File: config.mk
export PLATFORM = sky130hd
export DESIGN_NAME = truth_table_scanner
export DESIGN_NICKNAME = d
export VERILOG_FILES = /design/src/rtl/tt_pkg.sv /design/src/rtl/tt_settle_timer.sv /design/src/rtl/truth_table_scanner.sv
export SDC_FILE = /design/constraint.sdc
export NUM_CORES = 1
export LEC_CHECK = 0
export BUFFER_PORTS_ARGS = -buffer_cell sky130_fd_sc_hd__buf_2
export CORE_UTILIZATION = 50
export DETAILED_ROUTE_END_ITERATION = 10
export PLACE_DENSITY_LB_ADDON = 0.12
export RECOVER_POWER = 25
export SLEW_MARGIN = 20
export SYNTH_ARGS = -nofsm -noshare
export SYNTH_HDL_FRONTEND = slang
export SYNTH_SLANG_ARGS = --single-unit
File: constraint.sdc
create_clock -name clk -period 2.1 [get_ports clk]
set_input_delay 0.21 -clock clk [delete_from_list [all_inputs] [get_ports clk]]
set_output_delay 0.21 -clock clk [all_outputs]
set_load 0.1 [all_outputs]
File: src/rtl/tt_pkg.sv
// Shared types and constants for the truth-table scanner.
// Holds the FSM state encoding, the vector-count helper and the settle counter width.
package tt_pkg;

    typedef enum logic [1:0] {
        IDLE   = 2'd0,
        HOLD   = 2'd1,
        SAMPLE = 2'd2,
        FINISH = 2'd3
    } tt_state_e;

    localparam int SETTLE_W = 4;

    function automatic int n_vec(input int n_in);
        return 1 << n_in;
    endfunction

endpackage

File: src/rtl/tt_settle_timer.sv
// Loadable down-counter that times the hold window of each input vector.
// Priority is clear, then load, then decrement; tc is high while the count is zero.
module tt_settle_timer
    import tt_pkg::*;
(
    input  logic                clk,
    input  logic                rst,
    input  logic                clear,
    input  logic                load,
    input  logic [SETTLE_W-1:0] load_value,
    input  logic                dec,
    output logic                tc
);

    logic [SETTLE_W-1:0] count_reg;

    always_ff @(posedge clk or posedge rst) begin
        if (rst) begin
            count_reg <= '0;
        end else if (clear) begin
            count_reg <= '0;
        end else if (load) begin
            count_reg <= load_value;
        end else if (dec && (count_reg != '0)) begin
            count_reg <= count_reg - 1'b1;
        end
    end

    assign tc = (count_reg == '0);

endmodule

File: src/rtl/truth_table_scanner.sv
// Walks every input vector of an N_IN-input function, samples its output and builds a minterm mask.
// Define TRUTH_TABLE_COMPARE_EN to add the expected-mask comparison (expected/mismatch/first_bad).
module truth_table_scanner
    import tt_pkg::*;
#(
    parameter int N_IN   = 3,
    parameter int SETTLE = 1
) (
    input  logic                   clk,
    input  logic                   rst,
    input  logic                   start,
    output logic [N_IN-1:0]        drive,
    input  logic                   resp,
    output logic                   busy,
    output logic                   done,
    output logic [(1<<N_IN)-1:0]   minterms,
`ifdef TRUTH_TABLE_COMPARE_EN
    input  logic [(1<<N_IN)-1:0]   expected,
    output logic                   mismatch,
    output logic [N_IN-1:0]        first_bad,
`endif
    output logic [N_IN:0]          ones_count
);

    localparam int N_VEC = n_vec(N_IN);
    localparam logic [N_IN-1:0] LAST_VEC = '1;

    tt_state_e            state_reg;
    tt_state_e            state_next;
    logic [N_IN-1:0]      drive_reg;
    logic [N_VEC-1:0]     minterms_reg;
    logic [N_IN:0]        ones_count_reg;
    logic                 accept;
    logic                 last_vec;
    logic                 timer_clear;
    logic                 timer_load;
    logic                 timer_dec;
    logic                 timer_tc;

    assign last_vec = (drive_reg == LAST_VEC);

    tt_settle_timer u_settle_timer (
        .clk        (clk),
        .rst        (rst),
        .clear      (timer_clear),
        .load       (timer_load),
        .load_value (SETTLE_W'(SETTLE)),
        .dec        (timer_dec),
        .tc         (timer_tc)
    );

    always_ff @(posedge clk or posedge rst) begin
        if (rst) begin
            state_reg <= IDLE;
        end else begin
            state_reg <= state_next;
        end
    end

    always_comb begin
        state_next = state_reg;
        case (state_reg)
            IDLE:    if (start) state_next = HOLD;
            HOLD:    if (timer_tc) state_next = SAMPLE;
            SAMPLE:  state_next = last_vec ? FINISH : HOLD;
            FINISH:  state_next = IDLE;
            default: state_next = IDLE;
        endcase
    end

    // The timer is reloaded whenever a new vector starts its hold window.
    always_comb begin
        accept      = 1'b0;
        busy        = 1'b0;
        done        = 1'b0;
        timer_clear = 1'b0;
        timer_load  = 1'b0;
        timer_dec   = 1'b0;
        case (state_reg)
            IDLE: begin
                accept     = start;
                timer_load = start;
            end
            HOLD: begin
                busy      = 1'b1;
                timer_dec = !timer_tc;
            end
            SAMPLE: begin
                busy       = 1'b1;
                timer_load = !last_vec;
            end
            FINISH: begin
                done        = 1'b1;
                timer_clear = 1'b1;
            end
            default: ;
        endcase
    end

    always_ff @(posedge clk or posedge rst) begin
        if (rst) begin
            drive_reg      <= '0;
            minterms_reg   <= '0;
            ones_count_reg <= '0;
        end else if (accept) begin
            drive_reg      <= '0;
            minterms_reg   <= '0;
            ones_count_reg <= '0;
        end else if (state_reg == SAMPLE) begin
            minterms_reg[drive_reg] <= resp;
            ones_count_reg          <= ones_count_reg + (N_IN+1)'(resp);
            if (!last_vec) begin
                drive_reg <= drive_reg + 1'b1;
            end
        end else if (state_reg == FINISH) begin
            drive_reg <= '0;
        end
    end

`ifdef TRUTH_TABLE_COMPARE_EN
    logic [N_VEC-1:0] expected_reg;
    logic             mismatch_reg;
    logic [N_IN-1:0]  first_bad_reg;

    // first_bad latches only while mismatch is still clear, i.e. the first miss of the scan.
    always_ff @(posedge clk or posedge rst) begin
        if (rst) begin
            expected_reg  <= '0;
            mismatch_reg  <= 1'b0;
            first_bad_reg <= '0;
        end else if (accept) begin
            expected_reg  <= expected;
            mismatch_reg  <= 1'b0;
            first_bad_reg <= '0;
        end else if ((state_reg == SAMPLE) && (resp != expected_reg[drive_reg])) begin
            mismatch_reg <= 1'b1;
            if (!mismatch_reg) begin
                first_bad_reg <= drive_reg;
            end
        end
    end

    assign mismatch  = mismatch_reg;
    assign first_bad = first_bad_reg;
`endif

    assign drive      = drive_reg;
    assign minterms   = minterms_reg;
    assign ones_count = ones_count_reg;

endmodule
* Word-level counts from Yosys, hierarchy flattened *
Index checks and enable logic that the tools add are counted.

storage, ports and cells
  word-level logic and storage cells = 53
  input port bits = 4
  output and inout port bits = 17
  register bits = 21

operators by class
  add/subtract/negate cells = 3
  multiplexer cells = 23
  equal/unequal tests = 7
  reduce and logical (&&, ||, !) cells = 13
  order comparisons = 2

operator list
  operator                                                                             number
  4-bit 2-to-1 mux                                                                     5
  8-bit 2-to-1 mux                                                                     2
  3-bit 2-to-1 mux                                                                     4
  8-bit bitwise mux                                                                    1
  2-bit one-hot mux with 4 select lines                                                1
  2-bit 2-to-1 mux                                                                     3
  3-bit nonzero test                                                                   2
  1-bit 2-to-1 mux                                                                     5
  4-bit by 1-bit adder with 4-bit output                                               1
  2-bit equality test, second input constant                                           2
  4-bit zero test                                                                      1
  3-bit by 4-bit less-than comparator with 1-bit output, second input constant         1
  2-bit != test, second input constant                                                 2
  2-bit AND reduction                                                                  2
  4-bit nonzero test                                                                   1
  4-bit by 1-bit subtractor with 4-bit output, second input constant                   1
  3-bit by 1-bit adder with 3-bit output, second input constant                        1
  1-bit demux with 3-bit select                                                        1
  3-bit equality test, second input constant                                           1
  3-bit by 1-bit greater-or-equal comparator with 1-bit output, second input constant  1
  3-bit != test, second input constant                                                 1
  2-bit by 1-bit equality test with 1-bit output, second input constant                1
  1-bit logical AND                                                                    2
  1-bit zero test                                                                      2
  4 further kinds                                                                      4

* Longest topological paths before layout *
Gate-level depths: netlist of the first run.

  depth after elaboration = 7
  gate-level depth with buffers = 8
  depth with buffers taken out = 6

* Modules after synthesis *
A second synthesis of the first run with hierarchy kept.

unflattened totals
  cell total of the unflattened synthesis = 134
  area total of the unflattened synthesis = 1357.6 um2

by module, submodules not included
  module               seq. area each (um2)  times used  area an instance (um2)  cells each
  truth_table_scanner  425.4                 1           1058.5                  103
  tt_settle_timer      100.1                 1           299.0                   31

* Least setup slack after synthesis of the first run *
OpenSTA, ideal clock, no wires.

  kind = register to register
  start point = reg drive_reg[0], in the netlist drive[0]
  end point = reg u_settle_timer.count_reg[0]
  cell stages (with the launch flop) = 7
  period minus slack after synthesis = 2315 ps
  setup time = 125 ps
  buffers on the path = 0
  data arrival time = 2190 ps
  required time = 1975 ps
  setup slack = -215 ps
  cells stage by stage = dfrtp_1 > ha_1 > ha_1 > nor2b_4 > o21ai_2 > nand3_4 > mux2_4

on the way
  word-level cells in the longest chain between the ends = 5
  elaborated cells on any way between the ends = 6
  classes of those cells = eq/ne: 1; mux: 3; reduce/logical: 2

ends and longest elaborated chain
  what                                       RTL line                    text
  from (decl)                                truth_table_scanner.sv:30   logic [N_IN-1:0] drive_reg;
  from (signal assigned)                     truth_table_scanner.sv:113  drive_reg <= drive_reg + 1'b1;
  3-bit equality test (*)                    truth_table_scanner.sv:40   assign last_vec = (drive_reg == LAST_VEC);
  1-bit zero test (*)                        --
  1-bit one-hot mux with 2 select lines (*)  truth_table_scanner.sv:79   case (state_reg)
  4-bit 2-to-1 mux                           tt_settle_timer.sv:22       end else if (load) begin
  4-bit 2-to-1 mux                           tt_settle_timer.sv:20       end else if (clear) begin
  to (signal assigned)                       tt_settle_timer.sv:23       count_reg <= load_value;
  to (signal assigned)                       tt_settle_timer.sv:25       count_reg <= count_reg - 1'b1;
  to (decl)                                  tt_settle_timer.sv:15       logic [SETTLE_W-1:0] count_reg;

Mark *: on every way between the ends. The rest lies on a longest branch, timed or not.
A chain may end at the register's enable or synchronous reset.

* Worst setup path in the final report of the first run *
  start point = reg state_reg[1]
  end point = out done

on the way
  word-level cells in the longest chain between the ends = 2

ends and longest elaborated chain
  what                    RTL line                   text
  from (decl)             truth_table_scanner.sv:28  tt_state_e state_reg;
  from (signal assigned)  truth_table_scanner.sv:56  state_reg <= state_next;
  2-bit equality test     truth_table_scanner.sv:79
  1-bit 2-to-1 mux        truth_table_scanner.sv:79
  to (decl)               truth_table_scanner.sv:15  output logic done,

No other way between the ends.

==> impl_results.md, run 1 <==
* Worst Setup Start Kind: register
* Fill count at 215
* Initial core utilization at 54.9%
* Max FFs per register at 8
* Reg area at 528 um^2
* Die W at 52.2 um
* Setup TNS at 0 ps
* Post-Place Cell Area at 1380 um^2
* Synthesized area at 1260 um^2
* Crit path capture type: output pin
* CTS tree: done
* Synth unique cells at 37
* Finish-stage setup viols at 0
* Largest family of logic cells by synthesized area: simple AND/OR/NAND/NOR gates
* DRC viols at 0
* Critical setup path kind: register to output pin
* Post-synthesis simple-gate area fraction at 21.0%
* Share of layout cells above drive strength 1 at 26.8%
* Core area at 2300 um^2
* H-tree levels at 1
* CP peak stage delay at 500 ps
* Vias/cell at 5.62
* RSZ-0062 raised after global routing: false
* GRT Total Usage at 22.0%
* Mean post-synth cell area at 10.3 um^2
* Hold buffer count at CTS at 0
* Fin. Hold Viols at 0
* Crit path arrival time at 1680 ps
* Synth Area in XOR/XNOR at 2.08%
* YS warnings at 0
* Max Buffers Root-to-Sink at 2
* Area share of fa/ha/maj cells after synthesis at 9.92%
* Postcts setup bufs at 0
* WL/cell at 14.4 um
* Clk Latency, worst-skew pair at 300 ps
* Row cnt at 17
* Clock Skew at 6.45 ps
* Crit-path slowest cell: buf_2
* Final min period at 1890 ps
* CTS buffer count at 3
* First-pass GRT wire length at 4310 um
* Via count at 955
* Worst-Margin Slew at 817 ps
* Core Util, Final at 61.1%
* Syn nets at 137
* Routability Congestion at 0.801
* GRT overflow at 0
* Critical path required time at 1890 ps
* Multi-input gate area at 669 um^2
* Number of antenna violations at the first check in global routing at 0
* Nets at 157
* DRT antenna net count at 0
* Final HPWL DP at 1760 um
* Ports at 21
* DRT iter0 DRCs at 22
* Total Die Area at 2730 um^2
* Hold crit path type: primary input to asynchronous set/reset pin
* Post_cts resized at 0
* Main synth FF type: dfrtp_1
* Ys async rst share at 100%
* Register area share after synthesis at 41.7%
* Total wire length at 2450 um
* Yosys reg bits at 21
* Number of enable flip-flop cells after synthesis at 0
* Commonest non-fill, non-tap cell in the layout: buf_2
* Largest net degree at the start of global routing at 22
* Compound-Gate Fraction of Synth Area at 8.83%
* Slew margin rel. at 45.5%
* Slew Viols, Final at 0
* Critical-path cell list: ha_1 -> buf_2
* Fin crit share at 89.8%
* Design area at 1400 um^2
* TritonCTS sink count at 21
* Critical-path maximum fanout at 8
* Outcome: finished, final reports clean
* Max Cap Viol at 0
* DRT Pass-1 Iters at 4
* IO Port Bufs at 20
* Hold slack final at 42.0 ps
* Die Ht at 52.2 um
* CTS root buf: clkbuf_4
* CTS clk-pin slew, worst paths at 120 ps
* Cells after Synth at 123
* FMAX at 530 MHz
* # diodes at 0
* Vias in the first global route at 978
* Most frequent cells in the layout: buf_2 (20), nor2_1 (19), dfrtp_1 (19)
* Mux share of post-synthesis cell area at 11.2%
* Synth-to-Final Area Change at 11.3%
-- final cells by class --
type | instances | share of cell area [%]
multi-input combinational | 87 | 47.7
sequential | 21 | 37.6
timing repair buffer | 22 | 8.20
tap | 28 | 2.50
inverter | 8 | 2.14
clock buffer | 4 | 1.87
-- routing by layer --
| metal | GRT usage, % | up-vias | wire length (um) |
|---|---|---|---|
| met2 | 36.3 | 26 | 1150 |
| met5 | 0 | - | 0 |
| met4 | 3.95 | 0 | 14 |
| li1 | - | 465 | - |
| met1 | 28.8 | 462 | 1170 |
| met3 | 6.38 | 2 | 110 |
-- worst max-delay path: cells and delay by family (launching register included) --
| family | cells | cell delay [ps] |
|---|---|---|
| adder cells (fa/ha/maj) | 1 | 400 |
| flip-flops | 1 | 470 |
| buffers and inverters | 1 | 500 |
-- cells in the mapped netlist, types with 2 or more instances --
library cell	number	area (um^2)
nor3b_1	4	30.0
nand4_1	3	18.8
nand2_1	5	18.8
mux2_4	2	30.0
a21oi_1	5	25.0
xor2_1	2	17.5
nand4b_1	2	17.5
mux2i_1	10	100
dfrtp_1	21	526
buf_2	2	10.0
nor3_1	4	20.0
clkbuf_1	4	15.0
nor2_1	19	71.3
ha_1	10	125
inv_1	8	30.0
-- cells by family (layout without fill, tap and decap cells) --
| kind of cell | Yosys count | count (layout) |
|---|---|---|
| AO/OA/AOI/OAI | 15 | 15 |
| XOR/XNOR | 3 | 3 |
| adder cells (fa/ha/maj) | 10 | 10 |
| buffers and inverters | 15 | 34 |
| flip-flops | 21 | 21 |
| multiplexers | 13 | 13 |
| AND/OR/NAND/NOR | 46 | 46 |
-- metrics by stage --
step	worst slack, ps	instances
2_1_floorplan	11.9	123
3_3_place_gp	367	166
3_5_place_dp	313	166
4_1_cts	235	170
5_1_grt	141	170
6_report	213	170
-- final timing paths --
| check | start | endpoint | slack (ps) | cells after the start |
|---|---|---|---|---|
| worst max-delay path | state_reg[1]$_DFFE_PP0P_ | done | 210 | 2 |
| worst min-delay path | rst | u_settle_timer.count_reg[3]$_DFFE_PP0P_ | 40 | 2 |
| worst max register to register | state_reg[0]$_DFFE_PP0P_ | u_settle_timer.count_reg[0]$_DFFE_PP0P_ | 280 | 6 |
| worst min register to register | minterms[0]$_DFFE_PP0P_ | minterms[0]$_DFFE_PP0P_ | 530 | 2 |
| max in group asynchronous | rst | drive[1]$_DFFE_PP0P_ | 1500 | 2 |
| min in group clk | resp | minterms[7]$_DFFE_PP0P_ | 280 | 3 |
Power of run 1 is not shown: default switching activity piles up to over one toggle a cycle in this logic, so the estimate is an artifact.
==> run 2: changes to the inputs <==
--- a/config.mk
+++ b/config.mk
@@ -8,6 +8,7 @@
 export BUFFER_PORTS_ARGS = -buffer_cell sky130_fd_sc_hd__buf_2
 export CORE_UTILIZATION = 50
 export DETAILED_ROUTE_END_ITERATION = 10
+export MAX_ROUTING_LAYER = met4
 export PLACE_DENSITY_LB_ADDON = 0.12
 export RECOVER_POWER = 25
 export SLEW_MARGIN = 20
==> constraint.sdc (replaced) <==
create_clock -name clk -period 2.1 [get_ports clk]
set_input_delay 0.105 -clock clk [delete_from_list [all_inputs] [get_ports clk]]
set_output_delay 0.105 -clock clk [all_outputs]
set_load 0.1 [all_outputs]
==> impl_results.md, run 2 (synthesis gave the netlist of run 1 again) <==
* Routability Congestion at 0.813
* IO Port Bufs at 20
* Most frequent cells in the layout: buf_2 (20), nor2_1 (19), dfrtp_1 (19)
* First-pass GRT wire length at 4320 um
* Critical-path maximum fanout at 19
* Nets at 158
* Fill count at 214
* Clk Latency, worst-skew pair at 310 ps
* CTS clk-pin slew, worst paths at 120 ps
* Critical path required time at 2300 ps
* R2R depth at 6
* CTS tree: done
* Fin. Hold Viols at 0
* Hold crit path type: primary input to register
* Ports at 21
* Clock Skew at 7.41 ps
* DRT Pass-1 Iters at 4
* Total wire length at 2450 um
* Max Cap Viol at 0
* Worst-Margin Slew at 815 ps
* # diodes at 0
* Crit path capture type: register
* TritonCTS sink count at 21
* H-tree levels at 1
* Hold path depth at 3
* Slew margin rel. at 45.6%
* Critical setup path kind: register to register
* Fin crit share at 86.5%
* Reg area at 528 um^2
* Slew Viols, Final at 0
* Final min period at 1820 ps
* Multi-input gate area at 669 um^2
* Row cnt at 17
* Vias/cell at 5.59
* DRC viols at 0
* Die Ht at 52.2 um
* Largest net degree at the start of global routing at 22
* Total Die Area at 2730 um^2
* DRT iter0 DRCs at 22
* GRT overflow at 0
* Final HPWL DP at 1760 um
* RSZ-0062 raised after global routing: false
* FMAX at 550 MHz
* Outcome: finished, final reports clean
* Setup TNS at 0 ps
* Vias in the first global route at 977
* Share of layout cells above drive strength 1 at 26.6%
* GRT Total Usage at 22.6%
* Synth-to-Final Area Change at 12.1%
* Core area at 2300 um^2
* Via count at 956
* WL/cell at 14.3 um
* CTS root buf: clkbuf_4
* Worst Setup Start Kind: register
* Die W at 52.2 um
* Max Buffers Root-to-Sink at 2
* Max FFs per register at 8
* Initial core utilization at 54.9%
* Number of antenna violations at the first check in global routing at 0
* Commonest non-fill, non-tap cell in the layout: buf_2
* Finish-stage setup viols at 0
* Postcts setup bufs at 0
* Crit path arrival time at 2020 ps
* CTS buffer count at 3
* DRT antenna net count at 0
run 2: changes by cell type in the layout (fill, tap and decap cells not counted):
| cell | delta |
|---|---|
| dlygate4sd3_1 | +1 |
run 2: final timing paths:
path                                                from                                      end  slack [ps]
worst min-delay path                                resp                  minterms[7]$_DFFE_PP0P_         170
worst min register to register   minterms[0]$_DFFE_PP0P_                  minterms[0]$_DFFE_PP0P_         530
min in group asynchronous                            rst  u_settle_timer.count_reg[3]$_DFFE_PP0P_         490
worst max register to register  state_reg[0]$_DFFE_PP0P_  u_settle_timer.count_reg[0]$_DFFE_PP0P_         280
worst max-delay path            state_reg[0]$_DFFE_PP0P_  u_settle_timer.count_reg[0]$_DFFE_PP0P_         280
max in group asynchronous                            rst                     drive[1]$_DFFE_PP0P_        1050
run 2: cell type report:
class                   count  share of cell area [%]
inverters                   8                    2.12
repair buffers             23                    8.85
well taps                  28                    2.48
clock buffers               4                    1.86
multi-input cells          87                    47.3
flip-flops and latches     21                    37.3
run 2: metal layers:
layer	share of wire, %	vias up	GRT usage, %
li1	-	468	-
met1	49	463	29.0
met2	47	23	36.3
met3	3.7	2	6.09
met4	0.57	0	3.95
met5	0	-	-
run 2: timing repair:
action,in CTS,in global routing
resized for setup,0,0
hold endpoints to repair,21,0
hold buffers,1,0
run 2: critical path, cell delays in order (launching register included):
cell	delay, ps
dfrtp_1	460
inv_1	120
ha_1	250
and2_4	220
o21ai_2	220
nand3_4	130
mux2_4	310
run 2: through the flow:
step / worst slack, ps / hold slack [ps] / cells / area [um^2] / util (%)
floorplan: 11.9 / 81.4 / 123 / 1260 / -
global route: 176 / 174 / 171 / 1410 / 61.5
global placement: 367 / 297 / 166 / 1380 / 60.0
finish: 283 / 174 / 171 / 1410 / 61.5
CTS: 291 / 178 / 171 / 1410 / 61.5
detailed placement: 313 / 303 / 166 / 1380 / 60.0
Power of run 2 is left out for the same reason.
